**src/rtl/scale_sweep_ctrl_pkg.sv**
```systemverilog
// Shared types and widths for the scale sweep controller.
// Boundary mode is selected by SCALE_SWEEP_PINGPONG_EN (see scale_sweep_ctrl).
package scale_sweep_ctrl_pkg;

   localparam int unsigned SCALE_W = 6;

   typedef enum logic [1:0] {
      MANUAL     = 2'd0,
      SWEEP_UP   = 2'd1,
      SWEEP_DOWN = 2'd2
   } sweep_state_t;

endpackage

```
**src/rtl/scale_sweep_ctrl_dwell_timer.sv**
```systemverilog
// Dwell counter: counts 0..DWELL_CYCLES-1 while run is high, tick on terminal count.
// clear has priority over run and suppresses tick.
module dwell_timer #(
   parameter int unsigned DWELL_CYCLES = 50000000
) (
   input  logic sysclk,
   input  logic reset,
   input  logic clear,
   input  logic run,
   output logic tick
);

   localparam int unsigned CNT_W = $clog2(DWELL_CYCLES);
   localparam logic [CNT_W-1:0] TERM = CNT_W'(DWELL_CYCLES - 1);

   logic [CNT_W-1:0] cnt;

   assign tick = run && !clear && (cnt == TERM);

   always_ff @(posedge sysclk or negedge reset) begin
      if (!reset) begin
         cnt <= '0;
      end else if (clear) begin
         cnt <= '0;
      end else if (run) begin
         cnt <= tick ? '0 : cnt + 1'b1;
      end
   end

endmodule

```
**src/rtl/scale_sweep_ctrl.sv**
```systemverilog
// Frequency scale controller: manual +/- stepping or timed auto sweep.
// Define SCALE_SWEEP_PINGPONG_EN to bounce at the limits instead of wrapping.
module scale_sweep_ctrl
   import scale_sweep_ctrl_pkg::*;
#(
   parameter int unsigned SCALE_MAX    = 63,
   parameter int unsigned SCALE_MIN    = 0,
   parameter int unsigned DWELL_CYCLES = 50000000
) (
   input  logic               sysclk,
   input  logic               reset,
   input  logic               plus_pulse,
   input  logic               minus_pulse,
   input  logic               auto_en,
   input  logic               hold,
   output logic [SCALE_W-1:0] scale,
   output logic               scale_upd,
   output logic               sweep_dir
);

   localparam logic [SCALE_W-1:0] S_MAX = SCALE_W'(SCALE_MAX);
   localparam logic [SCALE_W-1:0] S_MIN = SCALE_W'(SCALE_MIN);

   sweep_state_t       state, state_nxt;
   logic [SCALE_W-1:0] scale_nxt;
   logic               btn_up, btn_dn, in_sweep;
   logic               dwell_clear, dwell_run, step;

   assign btn_up   = plus_pulse & ~minus_pulse;
   assign btn_dn   = minus_pulse & ~plus_pulse;
   assign in_sweep = (state != MANUAL);

   // Any state change or button in a sweep restarts the dwell; this also makes buttons beat a coinciding tick.
   assign dwell_clear = !in_sweep || !auto_en || btn_up || btn_dn;
   assign dwell_run   = !hold;

   dwell_timer #(
      .DWELL_CYCLES(DWELL_CYCLES)
   ) u_dwell (
      .sysclk(sysclk),
      .reset (reset),
      .clear (dwell_clear),
      .run   (dwell_run),
      .tick  (step)
   );

   always_ff @(posedge sysclk or negedge reset) begin
      if (!reset) begin
         state <= MANUAL;
      end else begin
         state <= state_nxt;
      end
   end

   always_comb begin
      state_nxt = state;
      case (state)
         MANUAL: begin
            if (auto_en) state_nxt = SWEEP_UP;
         end
         SWEEP_UP, SWEEP_DOWN: begin
            if (!auto_en) begin
               state_nxt = MANUAL;
            end else if (btn_up) begin
               state_nxt = SWEEP_UP;
            end else if (btn_dn) begin
               state_nxt = SWEEP_DOWN;
            end else if (step) begin
`ifdef SCALE_SWEEP_PINGPONG_EN
               if (state == SWEEP_UP && scale >= S_MAX) state_nxt = SWEEP_DOWN;
               if (state == SWEEP_DOWN && scale <= S_MIN) state_nxt = SWEEP_UP;
`endif
            end
         end
         default: state_nxt = MANUAL;
      endcase
   end

   always_comb begin
      sweep_dir = (state != SWEEP_DOWN);
   end

   always_comb begin
      scale_nxt = scale;
      case (state)
         MANUAL: begin
            if (!auto_en) begin
               if (btn_up && scale < S_MAX) scale_nxt = scale + 1'b1;
               if (btn_dn && scale > S_MIN) scale_nxt = scale - 1'b1;
            end
         end
         SWEEP_UP: begin
            if (step) begin
`ifdef SCALE_SWEEP_PINGPONG_EN
               scale_nxt = (scale >= S_MAX) ? S_MAX - 1'b1 : scale + 1'b1;
`else
               scale_nxt = (scale >= S_MAX) ? S_MIN : scale + 1'b1;
`endif
            end
         end
         SWEEP_DOWN: begin
            if (step) begin
`ifdef SCALE_SWEEP_PINGPONG_EN
               scale_nxt = (scale <= S_MIN) ? S_MIN + 1'b1 : scale - 1'b1;
`else
               scale_nxt = (scale <= S_MIN) ? S_MAX : scale - 1'b1;
`endif
            end
         end
         default: scale_nxt = scale;
      endcase
   end

   always_ff @(posedge sysclk or negedge reset) begin
      if (!reset) begin
         scale     <= S_MIN;
         scale_upd <= 1'b0;
      end else begin
         scale     <= scale_nxt;
         scale_upd <= (scale_nxt != scale);
      end
   end

endmodule

```
**config.mk**
```make
export PLATFORM = sky130hd
export DESIGN_NAME = scale_sweep_ctrl
export DESIGN_NICKNAME = d
export VERILOG_FILES = /design/src/rtl/scale_sweep_ctrl_pkg.sv /design/src/rtl/scale_sweep_ctrl_dwell_timer.sv /design/src/rtl/scale_sweep_ctrl.sv
export SDC_FILE = /design/constraint.sdc
export NUM_CORES = 1
export LEC_CHECK = 0
export CORE_UTILIZATION = 63
export CTS_BUF_LIST = sky130_fd_sc_hd__clkbuf_4 sky130_fd_sc_hd__clkbuf_8
export DETAILED_ROUTE_END_ITERATION = 7
export HOLD_SLACK_MARGIN = 0.06
export PLACE_DENSITY = 0.84
export SKIP_LAST_GASP = 1
export SYNTH_ARGS = -nofsm -noshare
export SYNTH_HDL_FRONTEND = slang
export SYNTH_HIERARCHICAL = 1
export SYNTH_SLANG_ARGS = --single-unit
```
**constraint.sdc**
```tcl
create_clock -name sysclk -period 3.3 [get_ports sysclk]
set_input_delay 0.33 -clock sysclk [delete_from_list [all_inputs] [get_ports sysclk]]
set_output_delay 0.33 -clock sysclk [all_outputs]
set_load 0.01 [all_outputs]
```
# Yosys cells after proc, flatten, opt, wreduce, memory -nomap -nowiden
# Cells that the tools add are included.
# totals
ff_bits	35
latch_bits	0
mem_bits_rw	0
rom_bits	0
input_bits	6
output_inout_bits	8
mem_count	0
# classes
addsub	3
mul	0
n_div	0
magnitude_cmp	4
n_eq_ne	8
shift	0
muxes	16
n_bitwise	4
n_reduce_logical	15
# op_table
operator	count
two-way mux 26 bit	3
two-way mux 6 bit	7
adder 26 x 1 -> 26 bit, second input constant	1
== test 26 bit, second input constant	1
case mux 6 bit (3 select lines)	1
two-way mux 2 bit	4
adder 6 x 1 -> 6 bit, second input constant	1
greater-or-equal comparator 6 bit, second input constant	1
> comparator 6 x 1 -> 1 bit, second input constant	1
<= comparator 6 x 1 -> 1 bit, second input constant	1
< comparator 6 bit, second input constant	1
!= test 6 bit	1
subtractor 6 x 1 -> 6 bit, second input constant	1
logical AND 1 bit	4
zero test 1 bit	4
!= test 2 bit, second input constant	2
!= test 4 bit, second input constant	1
case mux 2 bit (2 select lines)	1
logical OR 1 bit	3
bitwise AND 1 bit	2
== test 2 x 1 -> 1 bit, second input constant	1
== test 2 bit, second input constant	1
zero test 2 bit	1
!= test 2 x 1 -> 1 bit, second input constant	1
other kinds (4)	5

# Logic depth before layout (Yosys ltp)
# depth
word_depth	11
depth_mapped	15
mapped_depth_nobuf	12

# Modules after synthesis
# Netlist, hierarchy kept.
# by_module_without_submodules
module	instances	cells_per_inst	area_per_inst_um2
dwell_timer	1	197	1767.9
scale_sweep_ctrl	1	163	1214.9

# Worst setup path before layout
# No wires, ideal clock.
# synth_timing
path_kind	reg-to-reg
startpoint	register u_dwell.cnt[0]
endpoint	register scale_upd
setup_time_ps	140
t_arrival_ps	2862
path_slack_ps	297
path_stages_with_launch	14
n_path_buf	1
cell_sequence	dfrtp_1 -> ha_1 -> nand3_2 -> nor4_4 -> nand2_1 -> nor3_1 -> buf_2 -> inv_1 -> o311ai_0 -> nand3_1 -> nor4_2 -> o221ai_1 -> o31ai_1 -> o2111ai_1
# synth_via
elab_chain_cells	5
word_cells_on_any_way	6
# synth_lines
item	line_no	source
from (decl)	scale_sweep_ctrl_dwell_timer.sv:16	logic [CNT_W-1:0] cnt;
from (signal assigned)	scale_sweep_ctrl_dwell_timer.sv:26	cnt <= tick ? '0 : cnt + 1'b1;
== test 26 bit (*)	scale_sweep_ctrl_dwell_timer.sv:18	assign tick = run && !clear && (cnt == TERM);
logical AND 1 bit (*)	scale_sweep_ctrl_dwell_timer.sv:18	
net step	scale_sweep_ctrl.sv:27	logic dwell_clear, dwell_run, step;
two-way mux 6 bit (on tied branches)	scale_sweep_ctrl.sv:102, scale_sweep_ctrl.sv:93	
case mux 6 bit (3 select lines) (*)	scale_sweep_ctrl.sv:85	case (state)
!= test 6 bit (*)	scale_sweep_ctrl.sv:120	scale_upd <= (scale_nxt != scale);
to (signal assigned)	scale_sweep_ctrl.sv:120	
to (decl)	scale_sweep_ctrl.sv:17	output logic scale_upd,
# The timed path passes the listed nets; every way through them passes the cells marked *.
# A chain may end at the register's enable or synchronous reset.

# Final worst setup path
# Same ends and word-level chain as after synthesis.

==> results.py <==
metrics = {
    "placement": {
        "io_buffers": 13,
        "hpwl_mm": 5.720,
        "place_congestion": 0.9995,
    },
    "cts": {
        "cts_made_buffers": 5,
        "clk_pin_slew_ns": 0.07,
        "clock_sinks": 35,
        "htreeDepth": 2,
        "holdBufCountCts": 0,
        "cts.repair.resized": 0,
        "cts_setup_buffers": 0,
        "cts_tree": "done",
        "clk_latency_ns": 0.29,
        "root_buffer": "clkbuf_8",
        "clk_path_buf_depth": 2,
    },
    "synthesis": {
        "yosysMostFrequentCell": "dfrtp_1",
        "yosysWarningCount": 6,
        "synth_area_mm2": 0.002983,
        "synth_top_area_share_pct": 29.36,
        "synthTopCellsByCount": "dfrtp_1 (35), nand2_1 (32), a21oi_1 (22), o21ai_0 (20), nor3_1 (17)",
        "synth_top_cell_by_area": "dfrtp_1",
        "synth_cell_types": 71,
        "synth_flop_cell": "dfrtp_1",
        "synthTopCellsByArea": "dfrtp_1 (29%), nand2_1 (4.0%), ha_1 (3.8%)",
        "ys_seq_elements": 35,
        "avgSynthCellArea_um2": 8.286,
        "synthCells": 360,
        "synthArstFlopShare_pct": 100.0,
        "synth_edf_count": 0,
        "ys_seq_area_share_pct": 29.36,
        "synth_fp_nets": 375,
    },
    "grt": {
        "first_global_vias": 2776,
        "grt_pass1_wl_mm": 13.59,
        "grt_antenna_before_repair": 0,
        "met2_usage_pct": 49.79,
        "use_met3_pct": 9.687,
        "grt_busiest_layer": "met1",
        "grt-ovfl-total": 0,
        "grt_util_all_layers_pct": 34.32,
        "grt_start_max_net_pins": 36,
        "grt.met1_usage_pct": 50.05,
    },
    "final_layout": {
        "seqCellArea_um2": 875.8,
        "syn2layout_area_growth_pct": 10.11,
        "final_util_pct": 73.90,
        "fillers": 329,
        "drive_gt1_share_pct": 11.38,
        "multi_input_area_mm2": 0.001934,
        "antenna_cells": 0,
        "fin_nets": 383,
    },
    "route": {
        "ant_nets": 0,
        "wl_mm": 8.213,
        "drcViolationCount": 0,
        "dr_total_vias": 3106,
        "wire_per_inst_um": 19.51,
        "drt_iter0_markers": 453,
        "drtPass1Iterations": 5,
        "via_per_inst": 7.378,
    },
    "timing": {
        "fmax_mhz": 335.5,
        "rsz0062_at_grt": "false",
        "finalSetupViolCount": 0,
        "tightest_slew_ns": 1.100,
        "finalCritPeriodShare_pct": 90.33,
        "relSlewSlack_pct": 25.72,
        "finalHoldViolCount": 0,
        "slew_violations": 0,
        "final.setup.tns_ns": 0,
        "skew_ns": 0.006344,
        "hold_ws_ns": 0.4612,
        "fin_crit_ns": 2.981,
    },
    "power": {
        "powerDensity_mw_per_mm2": 589.3,
        "leakagePower_nw": 1.237,
        "ir_drop_mv": 0.3670,
    },
    "worst_setup_path": {
        "slowest_delay_ns": 0.45,
        "cp-start-kind": "flop",
        "crit_slowest_cell": "dfrtp_1",
        "critPathKind": "reg -> reg",
        "arrival_ns": 3.14,
        "end_kind": "flop",
        "path_cells": "ha_1 > nand3_2 > nor4_4 > nand2_1 > nor3_2 > inv_1 > o311ai_0 > nand3_1 > nor4_2 > o221ai_1 > o31ai_1 > o2111ai_1",
        "reg2reg_depth": 12,
        "cp.required_ns": 3.46,
        "critPathMaxFanout": 6,
    },
    "run_status": {
        "status": "finished, final reports clean",
    },
    "floorplanning": {
        "ios": 14,
        "fp.dieW_um": 70.81,
        "start_util_pct": 67.12,
        "dieArea_mm2": 0.005014,
        "die_h_um": 70.81,
        "core_area_mm2": 0.004444,
        "rows": 24,
    },
    "job": {
        "maxCapViolations": 0,
    },
    "hold_path": {
        "min_path_type": "in -> async",
    },
}
-- placed cells by master (no fill, tap or decap), types with 8 or more instances in the layout --
cell and instances:
dfrtp_1 35, nand2_1 32, a21oi_1 22, o21ai_0 20, nand3_1 16, nor2_1 16, nor3_1 16, inv_1 15
buf_4 14, clkdlybuf4s50_1 13, nand4_1 11, ha_1 9, a32o_1 8
-- area by class of cell --
| cell class | instances | area share (%) |
|---|---|---|
| Tap cell | 52 | 1.981 |
| Timing Repair Buffer | 27 | 7.162 |
| Inverter | 15 | 1.714 |
| Multi-Input combinational cell | 284 | 58.90 |
| Clock inverter | 2 | 1.067 |
| Clock buffer | 6 | 2.514 |
| Sequential cell | 35 | 26.67 |
-- routing by layer --
layer,wire (um),vias up,share of wire [%]
li1,-,1419,-
met1,3489,1452,42
met2,3616,210,44
met3,975,25,12
met4,131,0,1.6
met5,0,-,0
-- final timing paths --
path                                        startpoint                           to  slack [ns]
setup / recovery            u_dwell/cnt[0]$_DFFE_PN0P_          scale_upd$_DFF_PN0_        0.32
hold reg to reg            u_dwell/cnt[25]$_DFFE_PN0P_  u_dwell/cnt[25]$_DFFE_PN0P_        0.59
max in group asynchronous                        reset   u_dwell/cnt[2]$_DFFE_PN0P_        2.51
hold / removal                                   reset           scale[1]$_DFF_PN0_        0.46
min in group sysclk        u_dwell/cnt[25]$_DFFE_PN0P_  u_dwell/cnt[25]$_DFFE_PN0P_        0.59
setup reg to reg            u_dwell/cnt[0]$_DFFE_PN0P_          scale_upd$_DFF_PN0_        0.32
-- per-stage QoR --
step	std cells	total power [mW]	cell area, um^2	setup slack [ns]
after global placement	413	1.502	3162	0.3581
after CTS	421	1.915	3279	0.2414
final	421	1.936	3284	0.3189
after global routing	421	2.063	3284	0.01982
after detailed placement	413	1.510	3162	0.2678
after floorplan	360	1.246	2983	0.2974
-- flip-flops by register name (all words and copies together) (netlist names) --
register and flops:
scale_upd 1, scale 6, u_dwell/cnt 26, state 2
-- cell families (layout without fill, tap and decap cells) --
kind of cell	after synthesis	count (layout)	share of synthesized area, %
and+or+nand+nor	159	159	33.05
AOI/OAI and AO/OA	106	106	24.71
buffers and inverters	41	50	5.956
DFF	35	35	29.36
adders and majority gates	9	9	3.775
xor gates and xnor gates	5	5	1.468
muxes	5	5	1.678
-- power breakdown --
part           internal [mW]  switching [mW]
clock network          0.244           0.159
logic                  0.372           0.510
registers              0.478           0.172
total                   1.09           0.841
-- critical path, delay by kind of cell (launching register included) --
| family | cells | cell delay (ns) |
|---|---|---|
| and+or+nand+nor | 6 | 1.12 |
| buffers and inverters | 1 | 0.16 |
| AOI/OAI and AO/OA | 4 | 0.87 |
| DFF | 1 | 0.45 |
| adders and majority gates | 1 | 0.25 |
Note: power is estimated with default switching activity, not from simulation.
